`src/rtl/mux4_rr_arbiter_if.sv`:
```
// mux4_rr_arbiter_if: request/grant bundle between the requesters and the
// round-robin arbiter that steers the shared 4:1 mux result path.
//  master : arbiter side (drives grant, mux selects and busy)
//  slave  : requester side (drives req and lock)
interface mux4_rr_arbiter_if;
    logic [3:0] req;
    logic       lock;
    logic [3:0] gnt;
    logic       op1;
    logic       op2;
    logic       busy;

    modport master (
        input  req,
        input  lock,
        output gnt,
        output op1,
        output op2,
        output busy
    );

    modport slave (
        output req,
        output lock,
        input  gnt,
        input  op1,
        input  op2,
        input  busy
    );
endinterface

```
`src/rtl/mux4_rr_arbiter.sv`:
```
// mux4_rr_arbiter: round-robin arbiter sharing one mux1bit4to1 result path
// among 4 requesters. Grants one requester at a time, drives the mux selects
// {op2,op1} with the owner index and bounds tenure with a hold timer so that
// a waiting requester is never starved. All outputs are registered.
//
// Optional feature macro: MUX_ARB_LOCK_EN
//  defined   : lock=1 from the owner suppresses preemption (tenure unbounded).
//  undefined : lock is accepted but ignored; MAX_HOLD is always enforced.
//
// MAX_HOLD must be >= 1 and CNT_W must satisfy 2**CNT_W > MAX_HOLD.
module mux4_rr_arbiter #(
    parameter int unsigned MAX_HOLD = 8,
    parameter int unsigned CNT_W    = 4
) (
    input  logic               i_clk,
    input  logic               i_reset,
    mux4_rr_arbiter_if.master  bus
);

    localparam logic [CNT_W-1:0] HoldLast = CNT_W'(MAX_HOLD - 1);
    localparam logic [CNT_W-1:0] HoldMax  = CNT_W'(MAX_HOLD);

    typedef enum logic [0:0] {
        StIdle,
        StGrant
    } state_e;

    state_e           r_state;
    logic [3:0]       r_gnt;
    logic [1:0]       r_op;
    logic             r_busy;
    logic [CNT_W-1:0] r_hold;
    logic [1:0]       r_last;

    logic [3:0]       w_mask;
    logic [1:0]       w_win;
    logic             w_found;
    logic             w_owner_req;
    logic             w_lock_hold;
    logic             w_preempt;

    // Candidates exclude the current owner; in IDLE r_gnt is zero, and on
    // release the owner's req is already low, so one scan serves all cases.
    assign w_mask      = bus.req & ~r_gnt;
    assign w_owner_req = |(bus.req & r_gnt);

`ifdef MUX_ARB_LOCK_EN
    assign w_lock_hold = bus.lock;
`else
    // lock is part of the port set but has no effect in this build.
    assign w_lock_hold = 1'b0;
`endif

    // Counter keeps counting under lock, so a late lock drop preempts at once.
    assign w_preempt = w_found && (r_hold >= HoldLast) && !w_lock_hold;

    // Round-robin scan: first candidate from last+1 upward, wrapping mod 4.
    always_comb begin
        w_win   = 2'd0;
        w_found = 1'b0;
        for (int k = 1; k <= 4; k++) begin
            if (!w_found && w_mask[r_last + 2'(k)]) begin
                w_win   = r_last + 2'(k);
                w_found = 1'b1;
            end
        end
    end

    // Arbiter FSM with registered grant, selects, busy and hold counter.
    always_ff @(posedge i_clk) begin
        if (i_reset) begin
            r_state <= StIdle;
            r_gnt   <= 4'b0000;
            r_op    <= 2'd0;
            r_busy  <= 1'b0;
            r_hold  <= '0;
            r_last  <= 2'd3;
        end else begin
            unique case (r_state)
                StIdle: begin
                    if (w_found) begin
                        r_state <= StGrant;
                        r_gnt   <= 4'b0001 << w_win;
                        r_op    <= w_win;
                        r_busy  <= 1'b1;
                        r_last  <= w_win;
                        r_hold  <= '0;
                    end
                end
                StGrant: begin
                    if (!w_owner_req || w_preempt) begin
                        if (w_found) begin
                            // Direct handoff, no idle bubble.
                            r_gnt  <= 4'b0001 << w_win;
                            r_op   <= w_win;
                            r_last <= w_win;
                            r_hold <= '0;
                        end else begin
                            // op1/op2 deliberately keep their last value.
                            r_state <= StIdle;
                            r_gnt   <= 4'b0000;
                            r_busy  <= 1'b0;
                            r_hold  <= '0;
                        end
                    end else if (r_hold != HoldMax) begin
                        r_hold <= r_hold + 1'b1;
                    end
                end
                default: begin
                    r_state <= StIdle;
                    r_gnt   <= 4'b0000;
                    r_busy  <= 1'b0;
                    r_hold  <= '0;
                end
            endcase
        end
    end

    assign bus.gnt  = r_gnt;
    assign bus.op1  = r_op[0];
    assign bus.op2  = r_op[1];
    assign bus.busy = r_busy;

endmodule

```
`src/flat_wrapper.sv`:
```
// flat-port wrapper written by rule: the top's interface ports become plain ports
module mux4_rr_arbiter_flat 
#(
    parameter int unsigned MAX_HOLD = 8,
    parameter int unsigned CNT_W    = 4
)
  (i_clk, i_reset, bus_req, bus_lock, bus_gnt, bus_op1, bus_op2, bus_busy);
  mux4_rr_arbiter_if bus_i ();
  input  logic i_clk;
  input  logic i_reset;
  input wire logic [$bits(bus_i.req)-1:0] bus_req;
  input wire logic [$bits(bus_i.lock)-1:0] bus_lock;
  output wire logic [$bits(bus_i.gnt)-1:0] bus_gnt;
  output wire logic [$bits(bus_i.op1)-1:0] bus_op1;
  output wire logic [$bits(bus_i.op2)-1:0] bus_op2;
  output wire logic [$bits(bus_i.busy)-1:0] bus_busy;
  assign bus_i.req = bus_req;
  assign bus_i.lock = bus_lock;
  assign bus_gnt = bus_i.gnt;
  assign bus_op1 = bus_i.op1;
  assign bus_op2 = bus_i.op2;
  assign bus_busy = bus_i.busy;
  mux4_rr_arbiter #(.MAX_HOLD(MAX_HOLD), .CNT_W(CNT_W)) u_core (.i_clk(i_clk), .i_reset(i_reset), .bus(bus_i));
endmodule
```
`config.mk`:
```
export PLATFORM = sky130hd
export DESIGN_NAME = mux4_rr_arbiter_flat
export DESIGN_NICKNAME = d
export VERILOG_FILES = /design/src/rtl/mux4_rr_arbiter_if.sv /design/src/rtl/mux4_rr_arbiter.sv /design/src/flat_wrapper.sv
export SDC_FILE = /design/constraint.sdc
export NUM_CORES = 1
export LEC_CHECK = 0
export ABC_AREA = 1
export CORE_UTILIZATION = 55
export CTS_CLUSTER_SIZE = 28
export DETAILED_ROUTE_END_ITERATION = 10
export DONT_BUFFER_PORTS = 1
export PLACE_DENSITY = 0.7
export SYNTH_ARGS = -nofsm -noshare
export SYNTH_HDL_FRONTEND = slang
export SYNTH_SLANG_ARGS = --single-unit
```
`constraint.sdc`:
```
create_clock -name i_clk -period 4.6 [get_ports i_clk]
set_clock_uncertainty 0.15 [all_clocks]
set_input_delay 0.69 -clock i_clk [delete_from_list [all_inputs] [get_ports i_clk]]
set_output_delay 0.69 -clock i_clk [all_outputs]
set_load 0.02 [all_outputs]
```
# --- Word level (Yosys, flattened, before mapping) ---
# Index checks and enable logic that the tools add are counted.
totals:
  regBits: 14
  out_inout_bits: 7
  wordCells: 75
op_classes:
  n_addsub: 4
  magnitude_cmp: 5
  n_eq_ne: 5
  shifts: 1
  n_mux: 37
  bitwise: 4
  reduce_logical: 13
ops:
  columns: ["cell", "count"]
  rows:
  - ["$mux W4", 6]
  - ["$mux W2", 8]
  - ["$pmux W4 S2", 2]
  - ["$mux W1", 13]
  - ["$lt A2 B3 Y1 const B", 4]
  - ["$and A4 B4 Y4", 2]
  - ["$bmux W1 S2", 4]
  - ["$pmux W2 S2", 2]
  - ["$add A2 B2 Y2 const B", 2]
  - ["$add A4 B1 Y4 const B", 1]
  - ["$ge A4 B3 Y1 const B", 1]
  - ["$logic_and A1 B1 Y1", 4]
  - ["$logic_not A1 Y1", 4]
  - ["$ne A2 B2 Y1 const B", 2]
  - ["$ne A4 B4 Y1 const B", 1]
  - ["$not A4 Y4", 1]
  - ["$pmux W1 S2", 2]
  - ["$reduce_and A2 Y1", 2]
  - ["$reduce_or A4 Y1", 1]
  - ["$shl A1 B2 Y4 const A", 1]
  - ["$ne A3 B3 Y1 const B", 1]
  - ["$reduce_and A3 Y1", 1]
  - ["$add A2 B1 Y2 const B", 1]
  - ["$ne A2 B1 Y1 const B", 1]
  - ["other kinds (2)", 2]

# --- Depth between registers and ports, before layout ---
# Gate-level depths: netlist of the first run.
depth:
  word_depth: 18
  mapped_depth: 13
  depth_no_buf: 12

# --- Worst setup path after synthesis of the first run ---
# OpenSTA, ideal clock, no wires.
synth_path:
  path_type: "input to register"
  start: "input bus_req[0]"
  end: "register u_core.r_last[0]"
  setup_time_ns: 0.127
  arrival_ns: 1.600
  slack_ns: 2.722
  stages: 8
  path_buffers: 0
  path_cell_list: "a22o_1 > nor2_1 > nor2_1 > inv_1 > o21ai_1 > inv_2 > nand2_1 > o211ai_1"
synth_between:
  elab_chain_cells: 16
  word_cells_on_any_way: 32
  classes_between: "1 x eq/ne; 19 x mux; 2 x bitwise; 10 x reduce/logical"
synth_rtl:
  columns: ["element", "line_no", "text"]
  rows:
  - ["from (decl)", "flat_wrapper.sv:11", "input wire logic [$bits(bus_i.req)-1:0] bus_req;"]
  - ["$and A4 B4 Y4", "mux4_rr_arbiter.sv:44", "assign w_mask = bus.req & ~r_gnt;"]
  - ["$bmux W1 S2", "mux4_rr_arbiter.sv:62", "if (!w_found && w_mask[r_last + 2'(k)]) begin"]
  - ["$mux W1 (implied by the code)", "mux4_rr_arbiter.sv:62", null]
  - ["$mux W1", "mux4_rr_arbiter.sv:62", null]
  - ["$logic_not A1 Y1", "mux4_rr_arbiter.sv:62", null]
  - ["$logic_and A1 B1 Y1", "mux4_rr_arbiter.sv:62", null]
  - ["$mux W1", "mux4_rr_arbiter.sv:62", null]
  - ["$logic_not A1 Y1", "mux4_rr_arbiter.sv:62", null]
  - ["$logic_and A1 B1 Y1", "mux4_rr_arbiter.sv:62", null]
  - ["$mux W1", "mux4_rr_arbiter.sv:62", null]
  - ["$logic_not A1 Y1", "mux4_rr_arbiter.sv:62", null]
  - ["$logic_and A1 B1 Y1", "mux4_rr_arbiter.sv:62", null]
  - ["$mux W2 or $mux W1 (tied branches)", "mux4_rr_arbiter.sv:62", null]
  - ["$mux W2 or $logic_and A1 B1 Y1 (tied branches)", "mux4_rr_arbiter.sv:81, mux4_rr_arbiter.sv:92, mux4_rr_arbiter.sv:55", null]
  - ["$mux W2 or $logic_or A1 B1 Y1 (tied branches)", "mux4_rr_arbiter.sv:91", "if (!w_owner_req || w_preempt) begin"]
  - ["$pmux W2 S2 or $ne A2 B2 Y1 (tied branches)", null, null]
  - ["to (signal assigned)", "mux4_rr_arbiter.sv:86", "r_last <= w_win;"]
  - ["to (signal assigned)", "mux4_rr_arbiter.sv:96", "r_last <= w_win;"]
  - ["to (decl)", "mux4_rr_arbiter.sv:33", "logic [1:0] r_last;"]
# Several ways; a longest one is shown, not always the timed one. The select of a mux whose other input is x is not followed.
# A chain may end at the register's enable or synchronous reset.

# --- Worst setup path after layout of the first run ---
layout_path:
  start: "register u_core.r_last[0]"
  end: "register u_core.r_last[0]"
layout_between:
  elab_chain_cells: 16
  word_cells_on_any_way: 31
  classes_between: "3 x add/sub; 1 x eq/ne; 19 x mux; 8 x reduce/logical"
layout_rtl:
  columns: ["element", "line_no"]
  rows:
  - ["$add A2 B1 Y2", "mux4_rr_arbiter.sv:62, mux4_rr_arbiter.sv:63"]
  - ["$bmux W1 S2", "mux4_rr_arbiter.sv:62"]
  - ["$mux W1 (implied by the code)", "mux4_rr_arbiter.sv:62"]
  - ["$mux W1", "mux4_rr_arbiter.sv:62"]
  - ["$logic_not A1 Y1", "mux4_rr_arbiter.sv:62"]
  - ["$logic_and A1 B1 Y1", "mux4_rr_arbiter.sv:62"]
  - ["$mux W1", "mux4_rr_arbiter.sv:62"]
  - ["$logic_not A1 Y1", "mux4_rr_arbiter.sv:62"]
  - ["$logic_and A1 B1 Y1", "mux4_rr_arbiter.sv:62"]
  - ["$mux W1", "mux4_rr_arbiter.sv:62"]
  - ["$logic_not A1 Y1", "mux4_rr_arbiter.sv:62"]
  - ["$logic_and A1 B1 Y1", "mux4_rr_arbiter.sv:62"]
  - ["$mux W2 or $mux W1 (tied branches)", "mux4_rr_arbiter.sv:62"]
  - ["$mux W2 or $logic_and A1 B1 Y1 (tied branches)", "mux4_rr_arbiter.sv:81, mux4_rr_arbiter.sv:92, mux4_rr_arbiter.sv:55"]
  - ["$mux W2 or $logic_or A1 B1 Y1 (tied branches)", "mux4_rr_arbiter.sv:91"]
  - ["$pmux W2 S2 or $ne A2 B2 Y1 (tied branches)", null]
# Several ways; a longest one is shown, not always the timed one. The select of a mux whose other input is x is not followed.

==> parameters.txt, run 1 <==
Parameter                              Value

STA
  Total Negative Setup Slacks    0 ps
  Headroom to the max-slew limit    0.6883
  Fin crit period    approximately 2100 ps
  Setup repair after global routing missed its margin    no
  Least-Margin Pin Slew    between 400 and 500 ps
  Final count of negative-setup-slack endpoints    0
  Final number of hold-violating endpoints    0
  Highest clock frequency the design can meet    slightly below 500 MHz
  Crit share post-route    0.4491
  Number of slew-limit violations in the final report    0

Pwr
  Worst IR drop on VDD    0.0004073 V
  Static leakage    about 0.47 nW
  Power per unit of standard cell area    roughly 720 mW/mm^2
  Power consumption    0.7542 mW

Clocking
  CTS-repair resized insts    0
  CTS tree    built
  Hold-fix buffer count after cts    0
  Clk buf depth    2
  Deepest level of the CTS H-tree    1
  Clock latency on the worst-skew pair    between 200 and 300 ps
  Post-CTS setup buffer count    0
  TritonCTS buffer count    3
  Root Buffer    sky130_fd_sc_hd__clkbuf_4
  Sinks on the clock net    14
  Clock transition at the registers of the reported paths    80 ps

Critical path
  Terminus of the critical flop-to-flop path    u_core.r_last[0]
  Arrival time of data at the critical path endpoint    roughly 2100 ps
  Kind of start point of the critical path    register
  R2r startpoint    u_core.r_last[0]
  Slack of the worst reg-to-reg path    2530 ps
  Worst R2R Path Depth    9
  Worst-path fanout max    9
  Crit path required time    4620 ps
  Kind of capture point of the worst setup path    register
  Crit path from    u_core.r_last[0]
  Crit path kind    reg2reg

Floorplanning
  Die height    44.50 um
  Ports    14
  DIE WIDTH    between 40 and 50 um
  FP Rows    14
  Floorplan core area    between 0.0015 and 0.002 mm^2
  Initial standard-cell utilization of the core    0.6232
  Area enclosed by the die boundary    0.001980 mm^2

Route
  Met2 routed WL    just over 800 um
  Residual DRC count    0
  Vias per cell    roughly 5.5
  Overall via count from detail_route    944
  Number of violations reported at the end of detailed-routing iteration 0    17
  Topmost layer with routed signal wires    met4
  Total length of routed wires    around 2.0 mm
  Initial DRT Pass Iterations    4
  Detailed-route wire length on metal 1    ~1.1 mm
  Sum of met3 wire segment lengths after detailed routing    between 100 and 150 um
  Wire length per cell after detailed routing    between 10 and 15 um
  Post-route ant nets    0

GRT
  Total global-route track usage    0.2439
  Final global-route overflow total    0
  Global-route wire length before repair    about 3.6 mm
  Maximum number of pins on one net before global-route repair    10
  Number of global-route vias before repair    874
  Antenna violations before repair    0

Flow run
  Max cap viols    0

Synthesis
  Post-Syn Instances    around 150
  Post-Synthesis Mean Instance Area    around 7 um^2
  Post-synthesis instance area    roughly 990 um^2
  Post-synth cell types    26
  Mapped Nets    between 150 and 200
  Number of register bits inferred by synthesis    14
  Yosys warns    0
  Area contributors post-synth    sky130_fd_sc_hd__dfxtp_1 28%, sky130_fd_sc_hd__nand3_1 11%, sky130_fd_sc_hd__nand2_1 10%
  Main combinational cell family by area after synthesis    simple AND/OR/NAND/NOR gates
  Area fraction in compound gates after synthesis    0.1247
  Xor-xnor portion of the synthesized cell area    0
  Area fraction of the dominant cell type after synthesis    0.2821
  Sequential fraction of the synthesis area    0.2821
  Multiplexer share of the synthesized area    0
  Area share of fa/ha/maj cells after synthesis    0.02519
  Simple-gate share of the synthesized area    0.4622
  Biggest area consumer among synthesized cells    sky130_fd_sc_hd__dfxtp_1

Worst hold path
  Worst hold stages    1
  Min-Delay Endpoint    u_core.r_op[1]
  Launch point of the worst hold path    i_reset
  Hold Crit Class    in2reg

Cells and area
  Diode count    0
  Synth-to-layout area growth    5.164%
  Share of final-layout standard cells stronger than drive strength 1    0.1973
  Final net count    between 150 and 200
  Final core utilization    0.6554
  Filler Cells Inserted    around 160

Placed design
  Number of buffers inserted by port buffering    0
  Placer's final routability congestion estimate    ~0.84
  Half-perimeter wire length after detailed placement    1.677 mm

Status
  Status    completed
cell type report:
type                    instances  area, um^2  area share
multi-input cells             107       608.1      0.5820
flip-flops and latches         14       280.3      0.2683
inverters                      22       90.09     0.08623
clock buffers                   4       36.28     0.03473
well taps                      24       30.03     0.02874
power breakdown:
group          internal (mW)  total [mW]  switching (mW)
clock                 0.0482      0.0884          0.0401
sequential             0.156       0.222          0.0661
combinational          0.148       0.444           0.295
layout by cell type, fill, tap and decap left out, types with 2 or more instances in the layout:
master                     instances
sky130_fd_sc_hd__inv_2             4
sky130_fd_sc_hd__clkbuf_4          3
sky130_fd_sc_hd__nand2_2           9
sky130_fd_sc_hd__nand4_1           4
sky130_fd_sc_hd__a21oi_1          10
sky130_fd_sc_hd__nand3_1          22
sky130_fd_sc_hd__nor2_1            9
sky130_fd_sc_hd__inv_1            17
sky130_fd_sc_hd__nand3_2           6
sky130_fd_sc_hd__a22o_1            2
sky130_fd_sc_hd__nor3_1            3
sky130_fd_sc_hd__o21ai_1           2
sky130_fd_sc_hd__nand2_1          27
sky130_fd_sc_hd__o211ai_1          2
sky130_fd_sc_hd__nand2_4           2
sky130_fd_sc_hd__dfxtp_1          14
sky130_fd_sc_hd__ha_1              2
per-stage QoR:
step / hold slack, ps / setup WS (ps) / cells / area [um^2]
3_3_place_gp: 328.4 / 2502 / 167 / 1008
6_report: 311.3 / 2534 / 171 / 1045
2_1_floorplan: 315.0 / 2722 / 145 / 993.5
3_5_place_dp: 335.3 / 2494 / 167 / 1008
5_1_grt: 304.7 / 2336 / 171 / 1045
4_1_cts: 305.1 / 2551 / 171 / 1045
critical path, stage by stage, from the launching register on:
cell,delay [ps]
sky130_fd_sc_hd__dfxtp_1,620
sky130_fd_sc_hd__inv_8,90
sky130_fd_sc_hd__nand3_1,140
sky130_fd_sc_hd__nand3_2,110
sky130_fd_sc_hd__nand2_2,130
sky130_fd_sc_hd__nand4_4,130
sky130_fd_sc_hd__o21ai_1,230
sky130_fd_sc_hd__inv_2,120
sky130_fd_sc_hd__nand2_1,130
sky130_fd_sc_hd__o211ai_1,90
cells in the mapped netlist, drive strengths merged:
cell type and count:
nand2 38, nand3 28, inv 22, dfxtp 14
a21oi 11, nor2 9, nand4 5, nor3 3
o21ai 3, a22o 2, ha 2, o211ai 2
a21boi 1, a31oi 1, buf 1, clkbuf 1
nand3b 1, nor4 1
kinds of logic after synthesis:
| family | after synthesis |
|---|---|
| compound gates | 20 |
| buf+inv | 24 |
| flops | 14 |
| simple gates | 85 |
| fa+ha+maj | 2 |
state kept, by name, summed over array words and instances, names as in the netlist:
register,cells
u_core.bus.gnt,4
u_core.r_hold,4
u_core.r_last,2
u_core.r_op,2
u_core.bus.busy,1
u_core.r_state,1
worst max-delay path by stage:
stage | to | slack [ps]
after global placement | u_core.r_last[0] | 2500
after floorplan | u_core.r_last[0] | 2720
final | u_core.r_last[0] | 2530
after global routing | u_core.r_last[0] | 2340
after detailed placement | u_core.r_last[0] | 2490
after CTS | u_core.r_last[0] | 2550
metal layers:
metal / up-vias / global-route usage
li1: 492 / -
met1: 422 / 0.3300
met4: 0 / 0.03636
met2: 25 / 0.3765
met3: 5 / 0.09388
met5: - / 0
No activity file was read; power rests on OpenSTA's default activity.
==> run 2, diff against run 1 <==
PLACE_DENSITY = 0.73   (was 0.7)
clock period = 1.9 ns   (was 4.6 ns; I/O delays follow)
==> run 2 against run 1 <==
Against the previous run:
- clock power is 84% higher
- via count rose by 9.6%
- global-route usage rose by 1.2 points
- utilization grew 10 points
- register-to-register slack worse by 2400 ps
- clock-buffer cell count fell by 1
- total power grew to 2.8 times the previous value
- combinational power rose to 3.3 times the previous value
- sequential power increased by 120%
- die area stayed put
- cell area up 16%
- critical path type unchanged
- largest cell class unchanged
- largest power group unchanged
- highest routed layer unchanged
==> parameters.txt, run 2 (same netlist as run 1, synthesis figures left out) <==
Parameter                              Value

Cells and area
  Most frequent cells in the layout    25 x sky130_fd_sc_hd__nand2_1, 17 x sky130_fd_sc_hd__inv_1, 16 x sky130_fd_sc_hd__nand3_1 (was 27 x sky130_fd_sc_hd__nand2_1, 22 x sky130_fd_sc_hd__nand3_1, 17 x sky130_fd_sc_hd__inv_1)
  Multi-input gate area    704.4 um^2 (was 608.1 um^2)
  Share of final-layout standard cells stronger than drive strength 1    0.3312 (was 0.1973)
  Most common cell after layout, fill and taps aside    sky130_fd_sc_hd__nand2_1 (unchanged)
  Area of all placed cells without fillers    0.001210 mm^2 (was 0.001045 mm^2)
  Final net count    165 (was 157)
  Filler Cells Inserted    121 (was 155)
  Final core utilization    0.7590 (was 0.6554)
  Sequential cell area    282.8 um^2 (was 280.3 um^2)
  Diode count    0 (unchanged)
  Synth-to-layout area growth    21.79% (was 5.164%)

Route
  Overall via count from detail_route    1035 (was 944)
  Number of violations reported at the end of detailed-routing iteration 0    35 (was 17)
  Vias per cell    5.815 (was 5.520)
  Residual DRC count    0 (unchanged)
  Total length of routed wires    2.462 mm (was 2.042 mm)
  Wire length per cell after detailed routing    13.83 um (was 11.94 um)
  Post-route ant nets    0 (unchanged)
  Initial DRT Pass Iterations    5 (was 4)

GRT
  Number of global-route vias before repair    861 (was 874)
  Most used routing layer in global routing    met2 (unchanged)
  Antenna violations before repair    0 (unchanged)
  Total global-route track usage    0.2557 (was 0.2439)
  Final global-route overflow total    0 (unchanged)
  M1 GR Usage    0.3589 (was 0.3300)
  Met2 Track Usage GR    0.3824 (was 0.3765)
  Global-route wire length before repair    3.691 mm (was 3.574 mm)
  Maximum number of pins on one net before global-route repair    10 (unchanged)
  Met3 Resource Use GR    0.04898 (was 0.09388)

STA
  Number of slew-limit violations in the final report    0 (unchanged)
  Total Negative Setup Slacks    0 ps (unchanged)
  Crit share post-route    0.9543 (was 0.4491)
  Fin crit period    1813 ps (was 2066 ps)
  Headroom to the max-slew limit    0.7784 (was 0.6883)
  Post-layout worst setup margin    86.87 ps (was 2534 ps)
  Final count of negative-setup-slack endpoints    0 (unchanged)
  Final number of hold-violating endpoints    0 (unchanged)
  Highest clock frequency the design can meet    551.5 MHz (was 484.1 MHz)
  Least-Margin Pin Slew    331.3 ps (was 467.0 ps)

Worst hold path
  Hold Crit Class    in2reg (unchanged)

Clocking
  Sinks on the clock net    14 (unchanged)
  Clk buf depth    2 (unchanged)
  Clock latency on the worst-skew pair    280 ps (about the same)
  Root Buffer    sky130_fd_sc_hd__clkbuf_4 (unchanged)
  Deepest level of the CTS H-tree    1 (unchanged)
  Clock transition at the registers of the reported paths    80 ps (about the same)
  CTS tree    built (unchanged)
  TritonCTS buffer count    3 (unchanged)

Placed design
  Placer's final routability congestion estimate    0.9176 (was 0.8445)
  Placed Instance Area    0.001066 mm^2 (was 0.001008 mm^2)
  Number of buffers inserted by port buffering    0 (unchanged)
  Place WS    72.70 ps (was 2494 ps)
  Half-perimeter wire length after detailed placement    1.721 mm (was 1.677 mm)

Critical path
  Crit path from    u_core.r_last[0] (unchanged)
  Worst-path fanout max    9 (unchanged)
  Worst R2R Path Depth    10 (was 9)
  Crit path required time    1980 ps (was 4620 ps)
  List of cells traversed by the critical path    buf_12 > clkinv_8 > nand3_2 > nand3_1 > nand2_2 > nand4_4 > inv_2 > nand2_4 > a21oi_4 > a21boi_2 (was inv_8 > nand3_1 > nand3_2 > nand2_2 > nand4_4 > o21ai_1 > inv_2 > nand2_1 > o211ai_1)
  Terminus of the critical flop-to-flop path    u_core.r_hold[0] (was u_core.r_last[0])
  Crit-path slowest cell    sky130_fd_sc_hd__dfxtp_2 (was sky130_fd_sc_hd__dfxtp_1)
  Largest stage delay, worst path    350 ps (was 620 ps)
  Slack of the worst reg-to-reg path    90 ps (was 2530 ps)
  Crit path kind    reg2reg (unchanged)
  Kind of capture point of the worst setup path    register (unchanged)
  Kind of start point of the critical path    register (unchanged)
  Arrival time of data at the critical path endpoint    1890 ps (was 2090 ps)
  R2r startpoint    u_core.r_last[0] (unchanged)
  End point of the critical path    u_core.r_hold[0] (was u_core.r_last[0])

Pwr
  Worst IR drop on VDD    0.001105 V (was 0.0004073 V)
  Power consumption    2.127 mW (was 0.7542 mW)
  Static leakage    0.5277 nW (was 0.4686 nW)
  Power per unit of standard cell area    1758 mW/mm^2 (was 721.9 mW/mm^2)

Flow run
  Max cap viols    0 (unchanged)

Floorplanning
  FP Rows    14 (unchanged)
  DIE WIDTH    44.50 um (unchanged)
  Initial standard-cell utilization of the core    0.6232 (unchanged)
  Area enclosed by the die boundary    0.001980 mm^2 (unchanged)
  Ports    14 (unchanged)
  Floorplan core area    0.001594 mm^2 (unchanged)
  Die height    44.50 um (unchanged)

Status
  Status    completed (unchanged)
## run 2: timing repair
action | CTS | global route
gates resized for setup | 0 | 24
hold buffers | 1 | 0
setup buffers | 0 | 1
endpoints found under the hold margin | 7 | 0
setup endpoints to repair | 0 | 12
## run 2: stage by stage
stage          cells  hold WS, ps
6_report         178        9.262
5_1_grt          178        3.588
4_1_cts          177        15.86
3_5_place_dp     173        206.6
3_3_place_gp     173        206.0
2_1_floorplan    145        315.0
## run 2: final cells by class
cell class	instances	share of cell area
multi-input cells	107	0.5822
clock buffers	3	0.01861
flip-flops and latches	14	0.2337
well taps	24	0.02482
inverters	22	0.07859
repair buffers	8	0.06205
## run 2: where the power goes
group	internal, mW	switching (mW)	total (mW)	leakage (nW)
Clock	0.0736	0.0898	0.163	0.0138
Sequential	0.383	0.0969	0.480	0.115
Combinational	0.524	0.960	1.48	0.399
Total	0.980	1.15	2.13	0.528
## run 2: worst max-delay path: cells and delay by family, from the launching register on
| family | cells | cell delay, ps |
|---|---|---|
| and+or+nand+nor | 5 | 600 |
| buffers and inverters | 3 | 330 |
| DFF | 1 | 350 |
| AOI/OAI and AO/OA | 2 | 340 |
## run 2: how the worst min path moves through the flow
| stage | start | end | slack [ps] | depth (start not counted) |
|---|---|---|---|---|
| floorplan | u_core.r_hold[0] | u_core.r_hold[0] | 310 | 2 |
| global placement | i_reset | u_core.bus.gnt[2] | 210 | 1 |
| detailed placement | i_reset | u_core.r_op[0] | 210 | 1 |
| CTS | i_reset | u_core.r_hold[3] | 20 | 3 |
| global route | i_reset | u_core.bus.gnt[3] | 4 | 3 |
| finish | i_reset | u_core.r_hold[3] | 9 | 3 |
## run 2: routing by layer
metal	part of all wire	wire, um
met1	0.46	1142
met2	0.46	1144
met3	0.057	141
met4	0.014	34
met5	0	0
==> run 3, diff against run 2 <==
--- a/config.mk
+++ b/config.mk
@@ -7,4 +7,5 @@
 export LEC_CHECK = 0
 export ABC_AREA = 1
+export CAP_MARGIN = 10
 export CORE_UTILIZATION = 55
 export CTS_CLUSTER_SIZE = 28
==> constraint.sdc (replaced) <==
create_clock -name i_clk -period 1.9 [get_ports i_clk]
set_clock_uncertainty 0.15 [all_clocks]
set_input_delay 0.19 -clock i_clk [delete_from_list [all_inputs] [get_ports i_clk]]
set_output_delay 0.19 -clock i_clk [all_outputs]
set_load 0.02 [all_outputs]
==> run 3 against run 2 <==
Against the previous run:
- the run now ends with setup timing left
- first-iteration DRC count up 86%
- cell count increased by 3.4%
- hold slack improved by 120 ps
- cell area up 8.5%
- utilization increased by 6.4 points
- total power rose by 10%
- sequential share of layout area down 1.6 points
- via count grew 6.9%
- clock-buffer cell count stayed put
- critical endpoint is now u_core.r_hold[3]
- largest power group unchanged
==> parameters.txt, run 3 (same netlist as run 1, synthesis figures left out) <==
Parameter                              Value

STA
  Headroom to the max-slew limit    0.7346 (was 0.7784)
  Final Hold Slack    127.6 ps (was 9.262 ps)
  Fin crit period    1905 ps (was 1813 ps)
  Least-Margin Pin Slew    396.9 ps (was 331.3 ps)
  Final count of negative-setup-slack endpoints    1 (was 0)
  Setup repair after global routing missed its margin    yes
  Crit share post-route    1.002 (was 0.9543)
  Number of slew-limit violations in the final report    0 (unchanged)
  Post-layout worst setup margin    -4.618 ps (was 86.87 ps)
  Highest clock frequency the design can meet    525.0 MHz (was 551.5 MHz)
  Final number of hold-violating endpoints    0 (unchanged)

GRT
  Maximum number of pins on one net before global-route repair    10 (unchanged)
  Final global-route overflow total    0 (unchanged)
  Number of global-route vias before repair    902 (was 861)
  Total global-route track usage    0.2609 (was 0.2557)
  Antenna violations before repair    0 (unchanged)
  Global-route wire length before repair    3.746 mm (was 3.691 mm)

Worst hold path
  Worst hold stages    3 (unchanged)
  Min-Delay Endpoint    u_core.bus.busy (was u_core.r_hold[3])
  Launch point of the worst hold path    bus_req[2] (was i_reset)
  Hold Crit Class    in2reg (unchanged)

Clocking
  Clock transition at the registers of the reported paths    80 ps (about the same)
  Deepest level of the CTS H-tree    1 (unchanged)
  Root Buffer    sky130_fd_sc_hd__clkbuf_4 (unchanged)
  Clock latency on the worst-skew pair    280 ps (about the same)
  Clk buf depth    2 (unchanged)
  CTS tree    built (unchanged)
  Sinks on the clock net    14 (unchanged)
  TritonCTS buffer count    3 (unchanged)

Critical path
  Terminus of the critical flop-to-flop path    u_core.r_hold[3] (was u_core.r_hold[0])
  Largest stage delay, worst path    370 ps (was 350 ps)
  Worst-path fanout max    7 (was 9)
  Crit path required time    1980 ps (about the same)
  Kind of start point of the critical path    register (unchanged)
  Crit-path slowest cell    sky130_fd_sc_hd__dfxtp_4 (was sky130_fd_sc_hd__dfxtp_2)
  Arrival time of data at the critical path endpoint    1980 ps (was 1890 ps)
  List of cells traversed by the critical path    buf_12 > clkinv_8 > nand3_2 > nand3_2 > nand2_2 > nand4_4 > nand2_4 > nand2_4 > a21oi_4 > nand2_1 > nor2_1 (was buf_12 > clkinv_8 > nand3_2 > nand3_1 > nand2_2 > nand4_4 > inv_2 > nand2_4 > a21oi_4 > a21boi_2)
  Worst R2R Path Depth    11 (was 10)
  Slack of the worst reg-to-reg path    -5 ps (was 90 ps)
  Kind of capture point of the worst setup path    register (unchanged)
  R2r startpoint    u_core.r_last[0] (unchanged)
  Crit path kind    reg2reg (unchanged)

Floorplanning
  FP Rows    14 (unchanged)
  Floorplan core area    0.001594 mm^2 (unchanged)
  Die height    44.50 um (unchanged)
  Ports    14 (unchanged)
  Initial standard-cell utilization of the core    0.6232 (unchanged)
  Area enclosed by the die boundary    0.001980 mm^2 (unchanged)
  DIE WIDTH    44.50 um (unchanged)

Flow run
  Max cap viols    0 (unchanged)

Route
  Vias per cell    6.011 (was 5.815)
  Post-route ant nets    0 (unchanged)
  Residual DRC count    0 (unchanged)
  Overall via count from detail_route    1106 (was 1035)
  Number of violations reported at the end of detailed-routing iteration 0    65 (was 35)
  Wire length per cell after detailed routing    15.62 um (was 13.83 um)
  Total length of routed wires    2.874 mm (was 2.462 mm)
  Initial DRT Pass Iterations    4 (was 5)

Cells and area
  Diode count    0 (unchanged)
  Share of final-layout standard cells stronger than drive strength 1    0.3750 (was 0.3312)
  Most common cell after layout, fill and taps aside    sky130_fd_sc_hd__nand2_1 (unchanged)
  Most frequent cells in the layout    24 x sky130_fd_sc_hd__nand2_1, 17 x sky130_fd_sc_hd__inv_1, 12 x sky130_fd_sc_hd__nand3_2, 12 x sky130_fd_sc_hd__nand3_1, 12 x sky130_fd_sc_hd__dfxtp_1 (was 25 x sky130_fd_sc_hd__nand2_1, 17 x sky130_fd_sc_hd__inv_1, 16 x sky130_fd_sc_hd__nand3_1)
  Final Non-Filler Cells    184 (was 178)
  Final net count    171 (was 165)
  Synth-to-layout area growth    32.12% (was 21.79%)
  Area of all placed cells without fillers    0.001313 mm^2 (was 0.001210 mm^2)

Placed design
  Half-perimeter wire length after detailed placement    1.693 mm (was 1.721 mm)
  Number of buffers inserted by port buffering    0 (unchanged)
  Placed Instance Area    0.001066 mm^2 (unchanged)
  Number of cells after detailed placement    173 (unchanged)
  Place WS    83.05 ps (was 72.70 ps)
  Placer's final routability congestion estimate    0.9169 (was 0.9176)

Status
  Status    complete, but fails checks (was completed)
  Violations in the final reports    setup timing

Pwr
  Worst IR drop on VDD    0.001104 V (was 0.001105 V)
  Power per unit of standard cell area    1788 mW/mm^2 (was 1758 mW/mm^2)
  Static leakage    0.5778 nW (was 0.5277 nW)
  Power consumption    2.347 mW (was 2.127 mW)
## run 3: changes by cell type in the layout (fill, tap and decap cells not counted), sizes merged
cell and delta:
buf +4, nand2 +1, clkbuf +1
## run 3: routing by layer
layer  wire (um)  GRT usage  up-vias
met5           0          0        -
li1            -          -      521
met2        1270     0.3941       65
met3         320    0.08163       14
met1        1193     0.3499      506
met4          90    0.09091        0
## run 3: cell type report
cell class                      instances  area, um^2
Clock buffer                            3       22.52
Fill cell                             108       281.5
Inverter                               22       100.1
Multi-Input combinational cell        108       764.5
Sequential cell                        14       285.3
Tap cell                               24       30.03
Timing Repair Buffer                   13       110.1
## run 3: timing repair
| action | CTS | global route |
|---|---|---|
| endpoints found under the hold margin | 14 | 0 |
| resized for setup | 0 | 36 |
| buffers inserted | 0 | 7 |
| endpoints found under the setup margin | 0 | 12 |
| hold buffers | 1 | 0 |
## run 3: where the power goes
part           internal (mW)  switching [mW]  total (mW)
registers              0.387           0.113       0.500
clock network         0.0736          0.0929       0.167
logic                  0.608            1.07        1.68
total                   1.07            1.28        2.35
## run 3: worst max path at each step
stage / start / end / slack [ps] / cells past startpoint
after CTS: u_core.r_last[0] / u_core.r_last[1] / 60 / 11
after global routing: u_core.r_last[0] / u_core.r_op[0] / -100 / 11
after global placement: u_core.r_last[0] / u_core.r_last[0] / 100 / 11
after detailed placement: u_core.r_last[0] / u_core.r_last[1] / 80 / 11
final: u_core.r_last[0] / u_core.r_hold[3] / -5 / 11
after floorplan: u_core.bus.gnt[2] / u_core.r_last[0] / 190 / 9
## run 3: metrics by stage
step                      setup TNS [ps]  utilization
after floorplan                        0            -
after global placement                 0       0.6688
after detailed placement               0       0.6688
after CTS                              0       0.6892
after global routing              -625.8       0.8234
final                             -4.618       0.8234
## run 3: critical path: cells and delay by family, from the launching register on
kind            cells  cell delay (ps)
buf+inv             2              190
simple gates        8              970
compound gates      1              180
flops               1              370
